--- src/rtl/seq_mult_hs.sv ---
// seq_mult_hs -- iterative shift-add multiplier with start/busy/done handshake.
//
// One bit of the multiplier b is consumed per clock, LSB first, so a
// multiply takes WB RUN cycles followed by a single DONE cycle. A runtime
// mode input selects unsigned or two's-complement signed operation.
//
// Parameters:
//   WA    width of multiplicand a (>= 2)
//   WB    width of multiplier b (>= 2); also the number of RUN cycles
//
// Ports:
//   clk    rising-edge clock
//   rst    synchronous active-high reset, overrides every other input
//   start  request a multiply (accepted in IDLE or DONE, ignored in RUN)
//   sgn    1 = signed, 0 = unsigned; sampled with start
//   a      multiplicand, sampled with start
//   b      multiplier, sampled with start
//   busy   high while in RUN
//   done   one-cycle pulse, p holds a fresh result
//   p      product register (WA+WB bits), only written on entry to DONE
module seq_mult_hs #(
  parameter int WA = 5,
  parameter int WB = 5
) (
  input  logic             clk,
  input  logic             rst,
  input  logic             start,
  input  logic             sgn,
  input  logic [WA-1:0]    a,
  input  logic [WB-1:0]    b,
  output logic             busy,
  output logic             done,
  output logic [WA+WB-1:0] p
);

  localparam int WP = WA + WB;
  localparam int WC = $clog2(WB + 1);

  localparam logic [1:0] S_IDLE = 2'd0;
  localparam logic [1:0] S_RUN  = 2'd1;
  localparam logic [1:0] S_DONE = 2'd2;

  logic [1:0]    state_q,  state_d;
  logic [WP-1:0] acc_q,    acc_d;
  logic [WP-1:0] mcand_q,  mcand_d;   // a, extended to WP bits, shifted left each step
  logic [WB-1:0] mplier_q, mplier_d;  // b, shifted right each step; bit 0 is current
  logic          sgn_q,    sgn_d;
  logic [WC-1:0] cnt_q,    cnt_d;
  logic [WP-1:0] p_q,      p_d;

  logic          last_step;
  logic [WP-1:0] term;
  logic [WP-1:0] sum;

  assign last_step = (cnt_q == WC'(WB - 1));
  assign term      = mplier_q[0] ? mcand_q : '0;
  // In signed mode the MSB of b carries weight -2^(WB-1), so its partial
  // product is subtracted. Intermediate wrap in WP bits is harmless because
  // the exact product always fits.
  assign sum       = (sgn_q && last_step) ? (acc_q - term) : (acc_q + term);

  always_comb begin
    state_d  = state_q;
    acc_d    = acc_q;
    mcand_d  = mcand_q;
    mplier_d = mplier_q;
    sgn_d    = sgn_q;
    cnt_d    = cnt_q;
    p_d      = p_q;

    case (state_q)
      S_IDLE, S_DONE: begin
        if (start) begin
          mcand_d  = sgn ? {{WB{a[WA-1]}}, a} : {{WB{1'b0}}, a};
          mplier_d = b;
          sgn_d    = sgn;
          acc_d    = '0;
          cnt_d    = '0;
          state_d  = S_RUN;
        end else begin
          state_d  = S_IDLE;
        end
      end
      S_RUN: begin
        acc_d    = sum;
        mcand_d  = mcand_q << 1;
        mplier_d = mplier_q >> 1;
        cnt_d    = cnt_q + WC'(1);
        if (last_step) begin
          p_d     = sum;
          state_d = S_DONE;
        end
      end
      default: state_d = S_IDLE;
    endcase
  end

  always_ff @(posedge clk) begin
    if (rst) begin
      state_q  <= S_IDLE;
      acc_q    <= '0;
      mcand_q  <= '0;
      mplier_q <= '0;
      sgn_q    <= 1'b0;
      cnt_q    <= '0;
      p_q      <= '0;
    end else begin
      state_q  <= state_d;
      acc_q    <= acc_d;
      mcand_q  <= mcand_d;
      mplier_q <= mplier_d;
      sgn_q    <= sgn_d;
      cnt_q    <= cnt_d;
      p_q      <= p_d;
    end
  end

  // DONE always exits after one cycle, so done can never be high twice in a row.
  assign busy = (state_q == S_RUN);
  assign done = (state_q == S_DONE);
  assign p    = p_q;

endmodule
--- config.mk ---
export PLATFORM = sky130hd
export DESIGN_NAME = seq_mult_hs
export DESIGN_NICKNAME = d
export VERILOG_FILES = /design/src/rtl/seq_mult_hs.sv
export SDC_FILE = /design/constraint.sdc
export NUM_CORES = 1
export LEC_CHECK = 0
export CORE_AREA = 2 2 85 87
export CTS_BUF_LIST = sky130_fd_sc_hd__clkbuf_4 sky130_fd_sc_hd__clkbuf_8
export CTS_CLUSTER_DIAMETER = 40
export DETAILED_ROUTE_END_ITERATION = 8
export DIE_AREA = 0 0 87 89
export GPL_TIMING_DRIVEN = 0
export PLACE_DENSITY_LB_ADDON = 0.08
export SLEW_MARGIN = 20
export SYNTH_ARGS = -nofsm -noshare
export SYNTH_HDL_FRONTEND = slang
export SYNTH_SLANG_ARGS = --single-unit
--- constraint.sdc ---
create_clock -name clk -period 8.6 [get_ports clk]
set_clock_uncertainty 0.05 [all_clocks]
set_input_delay 0.86 -clock clk [delete_from_list [all_inputs] [get_ports clk]]
set_output_delay 0.86 -clock clk [all_outputs]
set_load 0.005 [all_outputs]
* Word level (Yosys, flattened, before mapping)
Cells that the tools add are included.
** Cells by class
- Reduce and logical (&&, ||, !) cells :: 7
- $add $sub $neg :: 3
- Mux-type cells :: 14
- Equal/unequal tests :: 5
** Operator list (number)
- 10-bit two-way mux :: 5
- 10-bit one-hot mux with 2 select lines :: 2
- 10-bit adder :: 1
- 5-bit one-hot mux with 2 select lines :: 1
- 10-bit subtractor :: 1
- 3-bit one-hot mux with 2 select lines :: 1
- 2-bit AND reduction :: 3
- 5-bit two-way mux :: 1
- 2-bit one-hot mux with 2 select lines :: 1
- 3-bit by 1-bit adder with 3-bit output (second input constant) :: 1
- 3-bit == test (second input constant) :: 1
- 3-bit two-way mux :: 1
- 2-bit by 1-bit == test with 1-bit output (second input constant) :: 1
- 2-bit == test (second input constant) :: 1
- 2-bit logical NOT :: 1
- 2-bit two-way mux :: 1
- 2-bit by 1-bit inequality test with 1-bit output (second input constant) :: 1
- 2-bit inequality test (second input constant) :: 1
- 2-bit nonzero test :: 1
- 2-bit OR reduction :: 1
- 1-bit logical AND :: 1
- 1-bit two-way mux :: 1
** Storage, ports and cells
- Bits in registers :: 41
- Output and inout port bits :: 12
- Logic and storage cells :: 36

* Depth between registers and ports, before layout
- Depth after elaboration :: 4
- Depth in mapped cells :: 15

* Worst setup path after synthesis
No wires, ideal clock.
- Kind :: reg-to-reg
- From :: register mplier_q[0]
- To :: register p_q[9], in the netlist p[9]
- Buffers on the path :: 1
- Data arrival time :: 2.652 ns
- Slack :: 5.836 ns
- Data required time :: 8.488 ns
- Setup time :: 0.062 ns
- Cell stages (with the launch flop) :: 13
- Cells stage by stage :: dfxtp_1 -> clkbuf_1 -> nand2_1 -> ha_1 -> nor2_1 -> nor2_1 -> a311o_1 -> ha_1 -> a21oi_1 -> o21a_1 -> o31ai_1 -> or4_1 -> nand3_1
** On the way
- Word-level cells in the longest chain between the ends :: 3
- Elaborated cells between the ends (all ways) :: 4
** Ends and longest elaborated chain
- start: declaration :: RTL line 46 : logic [WB-1:0] mplier_q, mplier_d;
- start signal: assignment :: RTL line 111 : mplier_q <= mplier_d;
- 10-bit two-way mux * :: RTL line 56 : assign term = mplier_q[0] ? mcand_q : '0;
- 10-bit adder or 10-bit subtractor (tied branches) :: RTL line 60 : assign sum = (sgn_q && last_step) ? (acc_q - term) : (acc_q + term);
- 10-bit two-way mux * :: RTL line 60
- end signal: assignment :: RTL line 114 : p_q <= p_d;
- end: declaration :: RTL line 49 : logic [WP-1:0] p_q, p_d;
Mark *: on every way between the ends. The rest lies on a longest branch, timed or not.
A chain may end at the register's enable or synchronous reset.

* Final worst setup path
- From :: register mplier_q[0]
- To :: register p_q[6], in the netlist p[6]
Same word-level chain as after synthesis.

==> metrics.txt <==
status=completed; Area Overhead vs Synth=18.8%; RSZ-0062 raised after global routing=false; FMAX=between 0.3 and 0.4 GHz; main flop type after synthesis=dfxtp_1; crit path DAT=approximately 3.5 ns; area post-placement=0.00267 mm^2; Yosys top cell area share=35.4%; yosys warns=0; CTS tree=built; Chip Height=around 89 um; initial antenna violation count=0; final setup violation count=0; Core ar.=0.00672 mm^2; final hold viol count=0; PD cells=187 mW/mm^2; Vias=between 2,000 and 2,500; Tcrit/Tclk final=38.5%; # Max-Cap Violations=0; simple-gate portion of the synthesized area=roughly a quarter; crit path kind=flip-flop to flip-flop; design area=about 0.0028 mm^2; Global Route Usage Sum=between 15 and 20%; diode count=0; first-pass GRT wire length=just over 10 mm; CTS Root Buffer Type=clkbuf_8; ratio of cells with drive above 1 in the final layout=about 6%; Mapped Cells=294; vias in the first global route=2,020; largest cells by area after synthesis=dfxtp_1 (35%), nand2_1 (7.0%), ha_1 (6.5%); Clock Path Buffers=2; multi-input logic area=0.00138 mm^2; Post-Syn Area=0.00232 mm^2; DP HPWL=~4.5 mm; CTS Buf Count=5; max-slew violations=0; largest net degree at the start of global routing=14; # rows=30; fillers=717; clk slew on worst S/H paths=~0.09 ns; Worst-Skew Late Latency=0.30 ns; Initial Util=~35%; register area share after synthesis=between 30 and 40%; Pleak=just over 1 nW; # DRC=0; Synth area leader=dfxtp_1; H-Tree Depth=2; worst slew pin tran=~0.86 ns; WL/cell=15.3 um; die width=roughly 87 um; nets=353; Max-slew headroom=42.7%; Detailed Routing Iterations Pass 1=4; Worst Hold Class=flip-flop to flip-flop; setup TNS=0 ns; distinct cell type count after synthesis=50; register area=821 um^2; Adder-Cell Fraction of Synth Area=about 7.3%; syn avg cell area=7.89 um^2; endpoint type of the worst setup path=flip-flop; XOR/XNOR Fraction of Synth Area=between 3 and 4%; Post-CTS Setup Inserts=0; post-cts hold buffer count=0; Max VDD drop=between 80 and 90 uV; EDFF count, synth=0; Critical Path Start Type=flip-flop; leading cell types by count after synthesis=nand2_1 (43), dfxtp_1 (41), nor2_1 (37); routed wire length=between 6 and 7 mm; post-synthesis register bit count=between 40 and 50; io pins=26; GRT overflow=0; IO Port Bufs=25; mux share of post-synthesis cell area=0%; clock sink count=41; CTS resizes=0; Critical Path RT=8.78 ns; Synth Area in Compound Gates=between 20 and 25%; Post-synth ARST share=0%; DR vias/cell=about 5.4; routability cong.=about 0.83; CP Max Fanout=10; cell with the most instances after synthesis=nand2_1; DRT iter0 DRCs=87; main combinational cell family by area after synthesis=simple AND/OR/NAND/NOR gates; post-synthesis net count=approximately 320; Final ANT Viol Nets=0; die footprint=about 0.0077 mm^2; post-layout minimum cycle time=around 3.3 ns
[cells in the final DEF (no fill, tap or decap), drive strengths merged, types with 2 or more instances in the layout]
cell / Yosys / layout
nand2: 43 / 43
dfxtp: 41 / 41
nor2: 38 / 38
a21oi: 27 / 27
clkdlybuf4s50: 0 / 25
clkbuf: 10 / 15
a22oi: 13 / 13
ha: 12 / 12
inv: 9 / 9
o21ai: 8 / 8
nand3: 8 / 8
nor3: 7 / 7
a311oi: 7 / 7
buf: 7 / 7
nor2b: 6 / 6
nand2b: 5 / 5
xnor2: 5 / 5
o21a: 5 / 5
xor2: 4 / 4
nand3b: 4 / 4
or4: 3 / 3
nor4b: 3 / 3
a211o: 3 / 3
clkinv: 1 / 3
o31ai: 2 / 2
a221oi: 2 / 2
nand4b: 2 / 2
a211oi: 2 / 2
or3: 2 / 2
[cells by family (layout without fill, tap and decap cells)]
kind of cell    after synthesis  in the layout
simple gates                126            126
compound gates               78             78
flops                        41             41
buf+inv                      27             60
fa+ha+maj                    13             13
xor+xnor                      9              9
[through the flow]
| stage | worst slack, ns | hold slack [ns] | std cells | power, mW | utilization (%) |
|---|---|---|---|---|---|
| 6_report | 5.29 | 0.405 | 407 | 0.515 | 41.0 |
| 5_1_grt | 4.94 | 0.425 | 407 | 0.547 | 41.0 |
| 4_1_cts | 5.25 | 0.409 | 407 | 0.518 | 41.0 |
| 3_5_place_dp | 5.28 | 0.397 | 399 | 0.388 | 39.8 |
| 3_3_place_gp | 5.29 | 0.391 | 399 | 0.388 | 39.8 |
| 2_1_floorplan | 5.84 | 0.396 | 294 | 0.346 | - |
[worst max-delay path: stages, from the launching register on]
cell,delay (ns)
dfxtp_1,0.44
clkbuf_1,0.38
nand2_1,0.13
ha_1,0.25
nor2_1,0.18
xor2_1,0.18
ha_1,0.30
nor2b_1,0.15
o21a_1,0.20
o21a_1,0.21
o311ai_0,0.50
nand2_1,0.12
a21oi_1,0.15
[where the power goes]
part / leakage [nW] / internal (mW) / total (mW) / switching (mW)
sequential: 0.334 / 0.202 / 0.214 / 0.0115
combinational: 0.640 / 0.0736 / 0.173 / 0.0992
clock: 0.0439 / 0.0561 / 0.128 / 0.0723
[flip-flops by register name, indices dropped and copies added, names as in the netlist]
name / cells
p: 10
mcand_q: 10
state_q: 2
sgn_q: 1
mplier_q: 5
acc_q: 10
cnt_q: 3
[final timing paths]
kind	start	end	slack, ns	cells after the start
setup / recovery	mplier_q[0]	p[6]	5.29	12
hold / removal	p[5]	p[5]	0.41	2
setup reg to reg	mplier_q[0]	p[6]	5.29	12
hold reg to reg	p[5]	p[5]	0.41	2
[area by class of cell]
| class | instances | area share [%] |
|---|---|---|
| buffer | 17 | 2.99 |
| clock buffer | 5 | 2.50 |
| clock inverter | 3 | 0.635 |
| inverter | 10 | 1.36 |
| multi-input combinational | 226 | 50.0 |
| sequential | 41 | 29.8 |
| tap | 80 | 3.63 |
| timing repair buffer | 25 | 9.07 |
[layer usage]
metal	vias to the layer above	global-route usage (%)	share of wire [%]
met5	-	0	0
met4	0	5.26	1.3
met3	7	3.51	3.1
met2	41	28.0	47
met1	1037	22.0	49
li1	1115	-	-
Note: power is estimated with default switching activity, not from simulation.
